--- src/rtl/fir_tdm_mac.sv ---
// Folded FIR filter: one multiply-accumulate unit steps through N_TAPS taps per input sample.
// Coefficients can be loaded at runtime, and the output path applies selectable rounding and saturation.
module fir_tdm_mac #(
    parameter int COE_INTE_WL = 4,
    parameter int COE_FRAC_WL = 12,
    parameter int IN_INTE_WL  = 4,
    parameter int IN_FRAC_WL  = 12,
    parameter int OUT_INTE_WL = 4,
    parameter int OUT_FRAC_WL = 12,
    parameter int N_TAPS      = 30,
    parameter int ACC_GUARD   = 5,
    parameter int ROUND_EN    = 1,
    parameter int SAT_EN      = 1
) (
    input  logic                                     clk,
    input  logic                                     rst,
    input  logic                                     coe_wr_en,
    input  logic [$clog2(N_TAPS)-1:0]                coe_wr_addr,
    input  logic [COE_INTE_WL+COE_FRAC_WL-1:0]       coe_wr_data,
    input  logic                                     in_valid,
    output logic                                     in_ready,
    input  logic [IN_INTE_WL+IN_FRAC_WL-1:0]         data_in,
    output logic                                     out_valid,
    input  logic                                     out_ready,
    output logic [OUT_INTE_WL+OUT_FRAC_WL-1:0]       data_out,
    output logic                                     overflow
);
    localparam int CW = COE_INTE_WL + COE_FRAC_WL;
    localparam int IW = IN_INTE_WL + IN_FRAC_WL;
    localparam int OW = OUT_INTE_WL + OUT_FRAC_WL;
    localparam int PF = COE_FRAC_WL + IN_FRAC_WL;
    localparam int PW = CW + IW;
    localparam int AW = PW + ACC_GUARD;
    localparam int SH = PF - OUT_FRAC_WL;
    localparam int AB = $clog2(N_TAPS);
    localparam int RS = (SH > 0) ? SH - 1 : 0;
    localparam logic [AW-1:0] RND = (ROUND_EN != 0 && SH > 0) ? (AW'(1) << RS) : '0;

    // Handshakes: a transfer happens on a rising edge where valid and ready are both high.
    // in_ready is high only in IDLE. Once out_valid is high, data_out and overflow are held until out_ready.
    typedef enum logic [1:0] {IDLE, MAC, OUT} state_t;
    state_t state;

    logic signed [IW-1:0] delay [N_TAPS];
    logic signed [CW-1:0] coe   [N_TAPS];
    logic [AB-1:0]        wr_ptr;
    logic [AB-1:0]        k;
    logic [AB-1:0]        rd_idx;
    logic [AB:0]          wrap_idx;
    logic signed [AW-1:0] acc;
    logic signed [PW-1:0] prod;
    logic signed [AW-1:0] acc_next;
    logic signed [AW-1:0] rounded;
    logic signed [AW-1:0] shifted;
    logic [AW-OW:0]       hi_bits;
    logic                 res_ovf;
    logic [OW-1:0]        res;

    // Newest sample sits at wr_ptr; tap k reads the sample k steps older.
    always_comb begin
        wrap_idx = {1'b0, wr_ptr} + (AB+1)'(N_TAPS) - {1'b0, k};
        rd_idx   = (wr_ptr >= k) ? (wr_ptr - k) : wrap_idx[AB-1:0];
        prod     = coe[k] * delay[rd_idx];
        acc_next = acc + {{ACC_GUARD{prod[PW-1]}}, prod};
    end

    // The bits above the output sign bit must all match it, otherwise the result does not fit.
    always_comb begin
        rounded = acc + RND;
        shifted = rounded >>> SH;
        hi_bits = shifted[AW-1:OW-1];
        res_ovf = !((&hi_bits) || !(|hi_bits));
        res     = shifted[OW-1:0];
        if (res_ovf && SAT_EN != 0)
            res = shifted[AW-1] ? {1'b1, {(OW-1){1'b0}}} : {1'b0, {(OW-1){1'b1}}};
    end

    always_ff @(posedge clk) begin
        if (rst) begin
            state     <= IDLE;
            in_ready  <= 1'b1;
            out_valid <= 1'b0;
            data_out  <= '0;
            overflow  <= 1'b0;
            wr_ptr    <= '0;
            k         <= '0;
            acc       <= '0;
            for (int i = 0; i < N_TAPS; i++) begin
                delay[i] <= '0;
                coe[i]   <= '0;
            end
        end else begin
            // A write in the same cycle as a sample accept is already visible at tap 0.
            if (coe_wr_en && state == IDLE && 32'(coe_wr_addr) < N_TAPS)
                coe[coe_wr_addr] <= coe_wr_data;
            case (state)
                IDLE: begin
                    if (in_valid && in_ready) begin
                        delay[wr_ptr] <= data_in;
                        acc           <= '0;
                        k             <= '0;
                        in_ready      <= 1'b0;
                        state         <= MAC;
                    end
                end
                MAC: begin
                    acc <= acc_next;
                    if (k == AB'(N_TAPS - 1)) begin
                        k      <= '0;
                        wr_ptr <= (wr_ptr == AB'(N_TAPS - 1)) ? '0 : wr_ptr + 1'b1;
                        state  <= OUT;
                    end else begin
                        k <= k + 1'b1;
                    end
                end
                OUT: begin
                    if (!out_valid) begin
                        out_valid <= 1'b1;
                        data_out  <= res;
                        overflow  <= res_ovf;
                    end else if (out_ready) begin
                        out_valid <= 1'b0;
                        in_ready  <= 1'b1;
                        state     <= IDLE;
                    end
                end
                default: state <= IDLE;
            endcase
        end
    end
endmodule

--- config.mk ---
export PLATFORM = sky130hd
export DESIGN_NAME = fir_tdm_mac
export DESIGN_NICKNAME = d
export VERILOG_FILES = /design/src/rtl/fir_tdm_mac.sv
export SDC_FILE = /design/constraint.sdc
export NUM_CORES = 2
export LEC_CHECK = 0
export ABC_AREA = 1
export CAP_MARGIN = 20
export CORE_ASPECT_RATIO = 1.5
export CORE_UTILIZATION = 49
export CTS_BUF_LIST = sky130_fd_sc_hd__clkbuf_16
export DETAILED_ROUTE_END_ITERATION = 10
export PLACE_DENSITY_LB_ADDON = 0.15
export SYNTH_ARGS = -nofsm -noshare
export SYNTH_HDL_FRONTEND = slang
export SYNTH_SLANG_ARGS = --single-unit
--- constraint.sdc ---
create_clock -name clk -period 25.3 [get_ports clk]
set_input_delay 3.795 -clock clk [delete_from_list [all_inputs] [get_ports clk]]
set_output_delay 3.795 -clock clk [all_outputs]
set_load 0.01 [all_outputs]
Yosys cells after proc, flatten, opt, wreduce, memory -nomap -nowiden. Memory sizes are Yosys's and may differ from the RTL's. A register that Yosys moved wholly into a read port is not among the register bits. Index checks and enable logic that the tools add are counted.

Add/sub/neg operators: 7. Multiply operators: 1. Order comparisons: 2. Equal/unequal tests: 8. Muxes and demuxes: 37. Bitwise logic cells: 1. Reduce and logical (&&, ||, !) cells: 18.

Operators by type and width (number): case mux 37 bit (2 select lines) (1); 2-to-1 mux 16 bit (4); 2-to-1 mux 5 bit (8); adder 37 x 12 -> 37 bit, second input constant (1); adder 37 bit (1); 2-to-1 mux 37 bit (1); multiplier 16 x 16 -> 32 bit (1); OR reduction 16 bit (2); 2-to-1 mux 1 bit (16); adder 5 x 1 -> 5 bit, second input constant (2); equality test 5 bit, second input constant (2); case mux 5 bit (2 select lines) (1); AND reduction 10 bit (1); OR reduction 10 bit (1); subtractor 5 bit (2); 2-to-1 mux 2 bit (4); AND reduction 4 bit (2); inequality test 2 bit, second input constant (3); case mux 2 bit (3 select lines) (1); AND reduction 2 bit (3); adder 5 bit, second input constant (1); greater-or-equal comparator 5 bit (1); < comparator 5 bit, second input constant (1); nonzero test 2 bit (2); other kinds (9) (12).

Bits in registers: 68. Memory bits (writable): 960. Bits of input ports: 42. Output and inout port bits: 19. Logic and storage cells: 84. Memories: 2.

Memory list: coe (depth 30, width 16, read ports 1, clocked after Yosys merged registers in 1, write ports 30, RTL line 45) `logic signed [CW-1:0] coe [N_TAPS];`; delay (depth 30, width 16, read ports 1, clocked after Yosys merged registers in 0, write ports 30, RTL line 44) `logic signed [IW-1:0] delay [N_TAPS];`.

Longest topological paths before layout.
Depth in word-level cells: 8. Mapped depth: 54. Depth with buffers taken out: 50.

Least setup slack after synthesis. OpenSTA, ideal clock, no wires.

Path type: register to register. Start: reg wr_ptr[1]. End: reg acc[34]. Library setup time: 132 ps. Arrival time: 8725 ps. Data required time: 25168 ps. Setup slack: 16442 ps. Stages on the path, launching flop included: 45. Path buffers: 2. Clock period less this slack: 8858 ps. Cell sequence: dfxtp_1 -> inv_1 -> ha_1 -> inv_1 -> ha_1 -> inv_1 -> fa_1 -> o21ai_2 -> buf_4 -> buf_2 -> o211ai_1 -> nand3_1 -> nand3_2 -> nand3_1 -> inv_1 -> fa_1 -> inv_1 -> fa_1 -> (+9 left out) -> nor3_1 -> nand3b_1 -> nand4_1 -> nand2_1 -> nand2_1 -> nand2_1 -> nand2_1 -> xor2_1 -> ha_1 -> nand2_1 -> nor2_1 -> inv_1 -> nor4_1 -> nand3_1 -> nand3_1 -> a21oi_1 -> o21ai_0 -> a21oi_1.

Cells in the longest elaborated chain, start to end: 7. Elaborated cells between the ends (all ways): 9. Those cells by class: add/sub (4); mul (1); order compare (1); mux (2); memory (1).

RTL lines: start, declared (RTL line 46) `logic [AB-1:0] wr_ptr;`; start signal, assigned (RTL line 110) `wr_ptr <= (wr_ptr == AB'(N_TAPS - 1)) ? '0 : wr_ptr + 1'b1;`; adder 5 bit (RTL line 61) `wrap_idx = {1'b0, wr_ptr} + (AB+1)'(N_TAPS) - {1'b0, k};`; subtractor 5 bit (RTL line 61); 2-to-1 mux 5 bit * (RTL line 62) `rd_idx = (wr_ptr >= k) ? (wr_ptr - k) : wrap_idx[AB-1:0];`; memory (30 x 16 bit) *; multiplier 16 x 16 -> 32 bit * (RTL line 63) `prod = coe[k] * delay[rd_idx];`; adder 37 bit * (RTL line 64) `acc_next = acc + {{ACC_GUARD{prod[PW-1]}}, prod};`; case mux 37 bit (2 select lines) * (RTL line 96) `case (state)`; end signal, assigned (RTL line 107) `acc <= acc_next;`; end, declared (RTL line 50) `logic signed [AW-1:0] acc;`.

Mark *: on every way between the ends. The rest lies on a longest branch, timed or not. A chain may end at the register's enable or synchronous reset.

Worst setup path in the final report.
Start: reg wr_ptr[0]. End: reg acc[35].

The elaborated chain is that of the path after synthesis.

==> impl_metrics.toml <==
[cts]
cts_buffer_depth = 3
tritoncts_num_sinks = 1097
clkLatencyLatePin_ns = 0.75
cts-hold-fix-buffers = 0
postCtsSetupRepairBufs = 0
tritoncts_clock_tree = "built"
cts-buffers-inserted = 105
cts_root_buf = "clkbuf_16"
clk_pin_slew_worst_paths_ns = 0.07
post_cts_resize_count = 0
cts.htree.levels = 3

[yosys]
synth_ff_type = "edfxtp_1"
syn_inst = 6861
synth.top_cells.by_count = "nand2_1, nor2_1, edfxtp_1, inv_1, nand3_1"
synth_top_area_share_pct = 49.4
yosysUniqueCellTypes = 52
synth-seq-cells = 1097
synth_top_cell_by_area = "edfxtp_1"
most_used_standard_cell_by_instance_count_after_synthesis = "nand2_1"
synth.avg_cell_area_um2 = 9.08
warning_count_from_the_yosys_run = 0
synthesis.area_mm2 = 0.0623
synth_sequential_area_ratio_pct = 51.7
post_synthesis_async_set_or_reset_flop_share_pct = 0
synth-edff-count = 1024
ys_top_cells_by_area = "edfxtp_1, nand2_1, nor2_1"

[drt]
first_pass_iters = 6
vias = 47800
wl_per_cell_um = 22.4
drt-initial-drc-count = 4011
ant_nets = 0
totalWireLength_um = 191000
via_per_inst = 5.60
drc = 0

[layout]
design.final.nets = 7200
finished_core_util_pct = 53.9
post_route_cells_drive_above_1_share_pct = 5.08
area_growth_syn_to_layout_pct = 8.73
multiInputGateArea_mm2 = 0.0264
area.sequential_mm2 = 0.0322
final.fill_count = 11500

[run]
maxCapViolations = 0

[die]
die_height_um = 439
die_x_um = 293
fp-row-count = 159
starting_density_of_the_core_pct = 49.6
design.die.area_mm2 = 0.129
io_pins = 61
fp.coreArea_mm2 = 0.126

[grt]
grt_max_degree = 99
number_of_antenna_violations_at_the_first_check_in_global_routing = 2
track_usage_pct = 29.8
grt_pass1_vias = 46900
groute.layer.met1.usage_pct = 35.8
grt_overflow = 0
met3_resource_use_gr_pct = 2.88
grt.busiest_layer = "met2"
grt_pass1_wl_um = 287000
globalRouteMet2Util_pct = 52.1

[critical_path]
worst_ep_required_time_ns = 25.87
max_fo_critical_path = 80
cp.arrival_ns = 12.49
cpMaxStageDelayCell = "nand3_1"
slowest_cell_delay_on_critical_path_ns = 0.61
critPathMostFrequentCell = "inv_1"
crit_cells = 46
critPathCaptureType = "register"
worstSetupPathType = "reg -> reg"
worst-r2r-setup-slack_ns = 13.37
crit_family = "adder cells"
ff2ff_path_depth = 46
setup.worst_path.start_class = "register"
cp.buffers_inverters = 12

[sta]
worst_clock_skew_ns = 0.0590
postLayoutSetupSlackWorst_ns = 13.37
fin_crit_sh_pct = 47.1
relSlewSlack_pct = 26.2
final_critical_period_ns = 11.93
fmax_mhz = 83.8
worst_max_slew_pin_slew_ns = 1.11
final_hold_viol_count = 0
maxSlewViolCount = 0
setup_repair_after_global_routing_missed_its_margin = "no"
timing.final.setup_violations = 0
setup_total_negative_slack_ns = 0

[placed_design]
pre_cts_slack_ns = 13.47
port-buffer-count = 60
place.detailed.hpwl_um = 128000
gp_congestion = 0.967

[outcome]
result_of_the_run = "finished clean"

[min_path]
hold_class = "reg -> reg"
hold_path_depth = 2
[cell usage in the layout, fill, tap and decap left out, types with 15 or more instances in the layout]
cell type / n
mux2i_1: 31
nor3_1: 29
clkbuf_16: 105
inv_2: 19
conb_1: 32
o21ai_0: 332
dfxtp_1: 70
a21oi_1: 165
nor2_1: 1508
ha_1: 136
nand4_1: 15
xnor2_1: 18
fa_1: 266
nand3_2: 19
o211ai_1: 43
buf_4: 105
inv_1: 545
edfxtp_1: 1024
clkinv_1: 24
clkinv_2: 23
nand2_1: 1564
xor2_1: 34
o22ai_1: 113
nand3_1: 413
clkdlybuf4s50_1: 59
[worst min-delay path, delay by kind of cell, from the launching register on]
| kind | cells | cell delay (ns) |
|---|---|---|
| compound gates | 1 | 0.05 |
| simple gates | 1 | 0.06 |
| flops | 1 | 0.31 |
[sequential cells by signal, indices dropped and copies added, names as in the netlist, named ones only]
register and flops:
acc 37, coe 512, data_out 16, delay 512
in_ready 1, k 5, out_valid 1, overflow 1
state 2, wr_ptr 5
[path summary, 6_finish.rpt]
| check | startpoint | to |
|---|---|---|
| worst max-delay path | wr_ptr[0] | acc[35] |
| worst min-delay path | acc[2] | acc[2] |
| worst max register to register | wr_ptr[0] | acc[35] |
| worst min register to register | acc[2] | acc[2] |
[per-stage QoR]
step	cells	cell area [um2]	hold WS, ns
after floorplan	6892	62400	0.445
after CTS	8536	67700	0.470
after global routing	8536	67700	0.489
after global placement	8338	64200	0.454
final	8537	67700	0.468
after detailed placement	8338	64200	0.461
[cell families (layout without fill, tap and decap cells)]
family	count (synthesis)	after routing	synth area share, %
other	1	33	0.00602
DFF	1097	1097	51.7
AOI/OAI and AO/OA	727	727	6.59
and+or+nand+nor	3588	3588	23.0
muxes	31	31	0.498
adders and majority gates	403	403	11.3
xor gates and xnor gates	52	52	0.731
buffers and inverters	962	916	6.17
[area by class of cell]
cell class | instances | area share [%]
sequential | 1097 | 47.6
multi-input combinational | 4833 | 39.0
clock buffer | 105 | 3.88
tap | 1690 | 3.12
inverter | 553 | 3.09
timing repair buffer | 165 | 2.04
clock inverter | 93 | 1.31
antenna | 1 | 0.00370
[metal layers]
layer | share of wire, % | vias to the layer above | routed length [um]
met1 | 38 | 23300 | 72400
met3 | 5.7 | 456 | 11000
li1 | - | 22200 | -
met4 | 5.9 | 4 | 11300
met2 | 50 | 1798 | 96600
met5 | 0.010 | - | 20
Power is left out: the tool's default activity adds up to more than one toggle a clock period on the data nets, which glitch-free logic cannot reach.
